**src/rtl/alu_share_arbiter.sv**
```systemverilog
// Two-port arbiter sharing one external combinational ALU: registered issue stage, registered results.
// Define ALU_ARB_RR_EN for round-robin arbitration instead of fixed priority with a starvation guard.
module alu_share_arbiter #(
  parameter int unsigned XLEN       = 32,
  parameter int unsigned STARVE_MAX = 4
) (
  input  logic            clk,
  input  logic            rst_n,
  input  logic            req0_valid,
  output logic            req0_ready,
  input  logic [3:0]      req0_ctrl,
  input  logic [XLEN-1:0] req0_a,
  input  logic [XLEN-1:0] req0_b,
  input  logic            req1_valid,
  output logic            req1_ready,
  input  logic [3:0]      req1_ctrl,
  input  logic [XLEN-1:0] req1_a,
  input  logic [XLEN-1:0] req1_b,
  input  logic            flush0,
  output logic [3:0]      alu_ctrl,
  output logic [XLEN-1:0] alu_a,
  output logic [XLEN-1:0] alu_b,
  input  logic [XLEN-1:0] alu_y,
  output logic            rsp0_valid,
  output logic [XLEN-1:0] rsp0_y,
  output logic            rsp1_valid,
  output logic [XLEN-1:0] rsp1_y
);

  logic            req0_eff;
  logic            grant0;
  logic            grant1;

  logic            iss_vld_q,  iss_vld_d;
  logic            iss_own_q,  iss_own_d;
  logic [3:0]      alu_ctrl_q, alu_ctrl_d;
  logic [XLEN-1:0] alu_a_q,    alu_a_d;
  logic [XLEN-1:0] alu_b_q,    alu_b_d;
  logic            rsp0_valid_q, rsp0_valid_d;
  logic            rsp1_valid_q, rsp1_valid_d;
  logic [XLEN-1:0] rsp0_y_q,   rsp0_y_d;
  logic [XLEN-1:0] rsp1_y_q,   rsp1_y_d;

  // A flushed port-0 request never competes, so port 1 can use the slot.
  assign req0_eff = req0_valid && !flush0;

`ifdef ALU_ARB_RR_EN
  logic last_q, last_d;

  always_comb begin
    grant0 = 1'b0;
    grant1 = 1'b0;
    last_d = last_q;
    if (req0_eff && req1_valid) begin
      grant0 = last_q;
      grant1 = !last_q;
      last_d = !last_q;
    end else begin
      grant0 = req0_eff;
      grant1 = req1_valid;
    end
  end

  always_ff @(posedge clk or negedge rst_n) begin
    if (!rst_n) last_q <= 1'b1;
    else        last_q <= last_d;
  end
`else
  typedef enum logic [0:0] {PRIO0, FORCE1} state_e;
  localparam int unsigned CNT_W = (STARVE_MAX > 1) ? $clog2(STARVE_MAX) : 1;
  localparam logic [CNT_W-1:0] CNT_MAX = CNT_W'(STARVE_MAX - 1);

  state_e          state_q, state_d;
  logic [CNT_W-1:0] starve_cnt_q, starve_cnt_d;
  logic            starved;

  always_comb begin
    grant0 = 1'b0;
    grant1 = 1'b0;
    if (state_q == FORCE1) begin
      grant1 = req1_valid;
      grant0 = req0_eff && !req1_valid;
    end else begin
      grant0 = req0_eff;
      grant1 = req1_valid && !req0_eff;
    end

    starved      = req1_valid && !grant1;
    starve_cnt_d = '0;
    if (starved)
      starve_cnt_d = (starve_cnt_q == CNT_MAX) ? starve_cnt_q : starve_cnt_q + 1'b1;

    state_d = state_q;
    case (state_q)
      PRIO0:   if (starved && starve_cnt_q == CNT_MAX) state_d = FORCE1;
      FORCE1:  if (grant1 || !req1_valid)              state_d = PRIO0;
      default: state_d = PRIO0;
    endcase
  end

  always_ff @(posedge clk or negedge rst_n) begin
    if (!rst_n) begin
      state_q      <= PRIO0;
      starve_cnt_q <= '0;
    end else begin
      state_q      <= state_d;
      starve_cnt_q <= starve_cnt_d;
    end
  end
`endif

  // Operand registers hold across idle cycles; only the valid bit drops.
  always_comb begin
    iss_vld_d  = grant0 || grant1;
    iss_own_d  = grant1;
    alu_ctrl_d = alu_ctrl_q;
    alu_a_d    = alu_a_q;
    alu_b_d    = alu_b_q;
    if (grant0) begin
      alu_ctrl_d = req0_ctrl;
      alu_a_d    = req0_a;
      alu_b_d    = req0_b;
    end else if (grant1) begin
      alu_ctrl_d = req1_ctrl;
      alu_a_d    = req1_a;
      alu_b_d    = req1_b;
    end

    rsp0_valid_d = iss_vld_q && !iss_own_q && !flush0;
    rsp1_valid_d = iss_vld_q && iss_own_q;
    rsp0_y_d     = rsp0_valid_d ? alu_y : rsp0_y_q;
    rsp1_y_d     = rsp1_valid_d ? alu_y : rsp1_y_q;
  end

  always_ff @(posedge clk or negedge rst_n) begin
    if (!rst_n) begin
      iss_vld_q    <= 1'b0;
      iss_own_q    <= 1'b0;
      alu_ctrl_q   <= '0;
      alu_a_q      <= '0;
      alu_b_q      <= '0;
      rsp0_valid_q <= 1'b0;
      rsp1_valid_q <= 1'b0;
      rsp0_y_q     <= '0;
      rsp1_y_q     <= '0;
    end else begin
      iss_vld_q    <= iss_vld_d;
      iss_own_q    <= iss_own_d;
      alu_ctrl_q   <= alu_ctrl_d;
      alu_a_q      <= alu_a_d;
      alu_b_q      <= alu_b_d;
      rsp0_valid_q <= rsp0_valid_d;
      rsp1_valid_q <= rsp1_valid_d;
      rsp0_y_q     <= rsp0_y_d;
      rsp1_y_q     <= rsp1_y_d;
    end
  end

  assign req0_ready = grant0;
  assign req1_ready = grant1;
  assign alu_ctrl   = alu_ctrl_q;
  assign alu_a      = alu_a_q;
  assign alu_b      = alu_b_q;
  assign rsp0_valid = rsp0_valid_q;
  assign rsp1_valid = rsp1_valid_q;
  assign rsp0_y     = rsp0_y_q;
  assign rsp1_y     = rsp1_y_q;

endmodule
```
**config.mk**
```make
export PLATFORM = sky130hd
export DESIGN_NAME = alu_share_arbiter
export DESIGN_NICKNAME = d
export VERILOG_FILES = /design/src/rtl/alu_share_arbiter.sv
export SDC_FILE = /design/constraint.sdc
export NUM_CORES = 1
export LEC_CHECK = 0
export CORE_MARGIN = 3
export CORE_UTILIZATION = 36
export DETAILED_ROUTE_END_ITERATION = 10
export PLACE_DENSITY_LB_ADDON = 0.25
export SLEW_MARGIN = 10
export SYNTH_ARGS = -nofsm -noshare
export SYNTH_HDL_FRONTEND = slang
export SYNTH_SLANG_ARGS = --single-unit
```
**constraint.sdc**
```tcl
create_clock -name clk -period 2 [get_ports clk]
set_input_delay 0.6 -clock clk [delete_from_list [all_inputs] [get_ports clk]]
set_output_delay 0.6 -clock clk [all_outputs]
set_load 0.05 [all_outputs]
```
==> results of run 1 <==
-- repair_timing --
item	in CTS	in global routing
cloned	0	0
endpoints found under the setup margin	2	2
pin swaps	2	2
gates resized for setup	6	5
setup buffers	1	11
hold buffers	0	0
-- path summary, 6_finish.rpt --
kind	start	endpoint	depth (start not counted)
min in group clk	rsp1_y[28]$_DFFE_PN0P_	rsp1_y[28]$_DFFE_PN0P_	1
min reg2reg	rsp1_y[28]$_DFFE_PN0P_	rsp1_y[28]$_DFFE_PN0P_	1
max in group asynchronous	rst_n	rsp1_y[2]$_DFFE_PN0P_	2
min	rst_n	alu_a[24]$_DFFE_PN0P_	1
max reg2reg	state_q$_DFF_PN0_	alu_a[22]$_DFFE_PN0P_	7
max	flush0	req1_ready	5
-- per-layer routing --
layer	track usage, %	share of wire, %
met5	0	0
met4	7.66	2.5
met3	7.21	8.2
met2	34.0	49
met1	25.1	40
-- per-stage QoR --
step | util (%) | area, sq um | power, mW
after floorplan | - | 5870 | 5.49
after global placement | 56.2 | 8930 | 6.78
after detailed placement | 56.2 | 8930 | 6.84
after CTS | 60.4 | 9600 | 10.3
after global routing | 60.9 | 9680 | 10.6
final | 60.9 | 9680 | 10.2
-- Yosys cell counts, drive strengths merged --
master / count
nand2: 5
dfrtp: 139
xor2: 1
a31oi: 11
clkbuf: 19
nor2: 2
nor4bb: 11
or3b: 1
o21ai: 11
nand2b: 2
mux2i: 12
o221a: 57
inv: 3
and3: 1
nor3b: 2
buf: 19
ha: 1
mux2: 64
nor2b: 1
or3: 57
-- power breakdown --
part | total (mW) | switching, mW | leakage [nW] | internal (mW)
Clock | 3.45 | 1.22 | 0.314 | 2.23
Sequential | 3.45 | 0.231 | 1.60 | 3.22
Combinational | 3.33 | 2.07 | 2.26 | 1.27
-- cells in the final DEF (no fill, tap or decap), drive strengths merged --
cell	n
clkdlybuf4s50	168
buf	167
dfrtp	139
mux2	64
or3	57
o221a	57
clkbuf	21
mux2i	12
nor4bb	11
a31oi	11
o21ai	11
bufinv	5
nand2	5
inv	5
clkinv	4
clkinvlp	2
nand2b	2
nor2	2
nor3b	2
nor2b	1
or3b	1
and3	1
xor2	1
ha	1
clkdlybuf4s15	1
-- state kept, by name (all words and copies together), names as in the netlist --
register      flops
alu_a            32
alu_b            32
rsp0_y           32
rsp1_y           32
alu_ctrl          4
starve_cnt_q      2
iss_own_q         1
iss_vld_q         1
rsp0_valid        1
rsp1_valid        1
state_q           1
-- critical path: stages --
cell and delay (ps):
clkdlybuf4s15_1 200, or3b_4 430, nand2_2 90, inv_2 50, buf_8 140
-- final cells by class --
type / instances / area (sq um) / area share, %
clock buffer: 19 / 433 / 4.47
tap: 216 / 270 / 2.79
sequential: 139 / 3480 / 35.9
clock inverter: 13 / 214 / 2.21
inverter: 3 / 15.0 / 0.155
multi-input combinational: 239 / 2200 / 22.7
timing repair buffer: 338 / 3080 / 31.8
-- kinds of logic after synthesis --
logic type | count (synthesis) | share of synthesized area [%]
flip-flops | 139 | 59.4
XOR/XNOR | 1 | 0.150
adder cells (fa/ha/maj) | 1 | 0.214
AO/OA/AOI/OAI | 79 | 13.1
AND/OR/NAND/NOR | 82 | 9.46
buffers and inverters | 41 | 3.40
multiplexers | 76 | 14.3
==> qor.yml, run 1 <==
run_status:
  status: "finished, violations left"
  violations: "negative setup slack"
drt:
  drcViolationCount: 0
  wl_microns: 18800
  first_iter_violations: 226
  vias: 5001
  dr.pass1.iters: 6
  routed_via_density: 5.17
  wire_per_inst_microns: 19.4
  antenna_left: 0
global_route:
  grt_max_degree: 58
  grt_pass1_vias: 5280
  grt_overflow_total: 0
  grt_pass1_wl_microns: 28900
  grt_antenna_before_repair: 0
  gr-usage-all-layers_pct: 20.6
cells_and_area:
  nNetsFinal: 912
  area_growth_syn_to_layout_pct: 65.2
  nFillCells: 1271
  stdcell_count: 967
  drive_above_1_share_pct: 43.5
  antenna_cells: 0
power_and_ir_drop:
  p_per_area_nw_per_um2: 1060
  leakage_nw: 4.18
  peakVddDrop_uv: 573
synth:
  synth_top_area_share_pct: 59.4
  yosys.area.top_type: "dfrtp_1"
  ys_seq_area_share_pct: 59.4
  synth_cell_types: 24
  yosys-top-cells-area: "dfrtp_1, mux2_2, o221a_2, or3_1, mux2i_1"
  synthCells: 419
  syn_area_sq_um: 5860
  avgSynthCellArea_sq_um: 14.0
  syn_nets: 593
  yosys_warnings: 0
  ys_seq_elements: 139
clock_tree:
  clock_sinks: 139
  cts_tree: "built"
  cts.reportedPaths.clkPinSlew_ps: 60
  clk_latency_ps: 420
  clockBufferDepth: 2
  cts_buffers: 17
  cts_root_buf: "clkbuf_16"
  htreeDepth: 4
sta:
  hold_violations: 0
  slew_violations: 0
  fin_hold_ws_ps: 105
  relSlewSlack_pct: 56.7
  grt_setup_unrepaired: "yes"
  setup-violations-final: 2
  fin_crit_sh_pct: 105
  tns_ps: -141
  max_freq_mhz: 476
  setup_ws_ps: -101
  skew_ps: 8.87
  worst_slew_pin_slew_ps: 649
  fin_crit_ps: 2100
floorplanning:
  core_area_sq_um: 15900
  die_area_sq_um: 17800
  fp.dieH_microns: 134
  num_rows: 46
  start_util_pct: 36.9
  die_width_microns: 134
  ios: 309
critical_path:
  startpoint_type: "input pin"
  crit_path_end_kind: "primary output"
  crit_type: "in -> out"
  r2r_slack_ps: 220
  cp_max_fo: 2
  arrival_ps: 1500
  required_ps: 1400
placed_design:
  place_inst: 923
  portBuffers: 308
  gp_congestion: 0.794
  hpwl_microns: 13600
  post-place-ws_ps: -401
worst_hold_path:
  hold_path.class: "in -> async"
job:
  drv_cap: 0
No activity file was read; power rests on OpenSTA's default activity.
==> run 2, diff against run 1 <==
- CORE_AREA: not set -> 3 3 119 121
- CORE_MARGIN: 3 -> not set
- CORE_UTILIZATION: 36 -> not set
- DIE_AREA: not set -> 0 0 122 124
- DONT_BUFFER_PORTS: not set -> 1
- SKIP_CTS_REPAIR_TIMING: not set -> 1
==> qor.yml, run 2 (same netlist as run 1, synthesis figures left out) <==
power_and_ir_drop:
  p_per_area_nw_per_um2: 1310  # +24%
  clkPwrFrac_pct: 35.3  # +1.6 points
  peakVddDrop_uv: 468  # -18%
  leakage_nw: 2.71  # -35%
  internal-power_mw: 5.54  # -17%
  p_switching_mw: 3.15  # -10%
  power_mw: 8.70  # -15%
  power_frac_comb_pct: 7.7  # -25 points
  seqPwrFrac_pct: 57.0  # +23 points
  p_sw_share_pct: 36.3  # +1.9 points
critical_path:
  arrival_ps: 1490  # about the same
  crit_path_end_kind: "primary output"
  required_ps: 1400  # about the same
  startpoint_type: "flop"
  r2r_slack_ps: 210  # about the same
  cp_max_fo: 3  # +1
  crit_type: "reg -> out"
cells_and_area:
  fin_util_pct: 50.2  # -11 points
  layout_commonest_cell: "dfrtp_1"
  drive_above_1_share_pct: 39.9  # -3.7 points
  final_cell_mix: "dfrtp_1, mux2_2, or3_1, o221a_2, clkbuf_16"
  area_growth_syn_to_layout_pct: 13.0
  antenna_cells: 0  # unchanged
  nNetsFinal: 585  # -36%
  stdcell_count: 600  # -38%
  nFillCells: 1128  # -11%
clock_tree:
  clockBufferDepth: 2  # unchanged
  cts_buffers: 17  # unchanged
  htreeDepth: 4  # unchanged
  clock_sinks: 139  # unchanged
  cts_root_buf: "clkbuf_16"
  cts.reportedPaths.clkPinSlew_ps: 50  # about the same
  cts_tree: "built"
  clk_latency_ps: 410  # about the same
sta:
  relSlewSlack_pct: 58.0  # +1.2 points
  worst_slew_pin_slew_ps: 631  # -18.3 ps
  fin_hold_ws_ps: -107  # -212 ps
  fin_crit_sh_pct: 105  # -0.35 points
  max_freq_mhz: 477  # +0.34%
  skew_ps: 7.05  # -1.82 ps
  slew_violations: 0  # unchanged
  grt_setup_unrepaired: "yes"
  hold_violations: 139  # +139
  fin_crit_ps: 2090  # -7.10 ps
  setup_ws_ps: -94.3  # +7.10 ps
  setup-violations-final: 1  # -1
floorplanning:
  die_width_microns: 122  # -8.7%
  die_area_sq_um: 15100  # -15%
  num_rows: 42  # -8.7%
  ios: 309  # unchanged
  core_area_sq_um: 13200  # -17%
  start_util_pct: 44.4  # +7.5 points
  fp.dieH_microns: 124  # -7.2%
placed_design:
  hpwl_microns: 10500  # -22%
  gp_congestion: 0.753  # -5.2%
  portBuffers: 0  # -100%
  place_inst: 567  # -39%
global_route:
  grt_overflow_total: 0  # unchanged
  gr-usage-all-layers_pct: 19.4  # -1.2 points
  grt_pass1_vias: 3989  # -24%
  grt_pass1_wl_microns: 22300  # -23%
  grt_max_degree: 140  # +140%
  grt_antenna_before_repair: 0  # unchanged
drt:
  drcViolationCount: 0  # unchanged
  wire_per_inst_microns: 25.4  # +31%
  wl_met3_microns: 1820  # +18%
  dr_wl_met2_microns: 7720  # -16%
  wl_met1_microns: 5450  # -28%
  antenna_left: 0  # unchanged
  first_iter_violations: 198  # -12%
  routed_via_density: 6.25  # +21%
  dr.pass1.iters: 5  # -1
  wl_microns: 15200  # -19%
  vias: 3747  # -25%
  highest-signal-layer: "met4"
run_status:
  violations: "negative hold slack, negative setup slack"
  status: "finished, violations left"
worst_hold_path:
  hold_path.class: "in -> async"
job:
  drv_cap: 0  # unchanged
## run 2: changes by cell type in the layout (fill, tap and decap cells not counted), moves of 2 or more
cell             previous run  this run
buf_12                      8         3
buf_4                     153         8
buf_6                       4         0
bufinv_16                   5         2
clkbuf_2                    2         0
clkbuf_8                    0         3
clkdlybuf4s50_1           168         0
clkinv_2                    2         5
## run 2: worst paths after layout
check                                               to  depth (start not counted)                        start
max in group asynchronous         alu_b[9]$_DFFE_PN0P_                          0                        rst_n
max reg2reg                      alu_a[15]$_DFFE_PN0P_                          4            state_q$_DFF_PN0_
max                                         req1_ready                          3            state_q$_DFF_PN0_
min reg2reg                starve_cnt_q[1]$_DFFE_PN0P_                          2  starve_cnt_q[1]$_DFFE_PN0P_
min                              rsp0_y[9]$_DFFE_PN0P_                          0                        rst_n
min in group clk                 alu_a[27]$_DFFE_PN0P_                          1                   req1_valid
## run 2: layer usage
layer	vias up	GRT usage (%)
met1	1874	21.6
met3	15	8.86
met5	-	0
met2	258	33.0
met4	0	6.93
li1	1600	-
## run 2: through the flow
step	setup slack, ps	cell area, sq um	TNS (ps)
floorplan	-134	5870	-134
global placement	37.3	6020	0
detailed placement	-0.560	6020	-0.560
CTS	-130	6610	-174
global route	-161	6620	-200
finish	-94.3	6620	-94.3
## run 2: final cells by class
cell class | instances | area (sq um) | area share [%]
clock inverters | 11 | 118 | 1.78
well taps | 176 | 220 | 3.33
inverters | 3 | 15.0 | 0.227
multi-input cells | 239 | 2200 | 33.2
repair buffers | 11 | 120 | 1.81
flip-flops and latches | 139 | 3480 | 52.5
clock buffers | 21 | 470 | 7.10
## run 2: worst max-delay path, cell delays in order, from the launching register on
cell and delay [ps]:
dfrtp_1 390, or3b_4 380, nand2_2 80, inv_1 230
## run 2: power by group through the flow
stage / Clock (mW) / Sequential [mW] / Combinational, mW
after detailed placement: 0 / 5.02 / 0.681
after global routing: 3.26 / 5.01 / 0.738
after CTS: 3.13 / 4.97 / 0.681
final: 3.07 / 4.96 / 0.670
after floorplan: 0 / 4.89 / 0.606
after global placement: 0 / 5.01 / 0.645
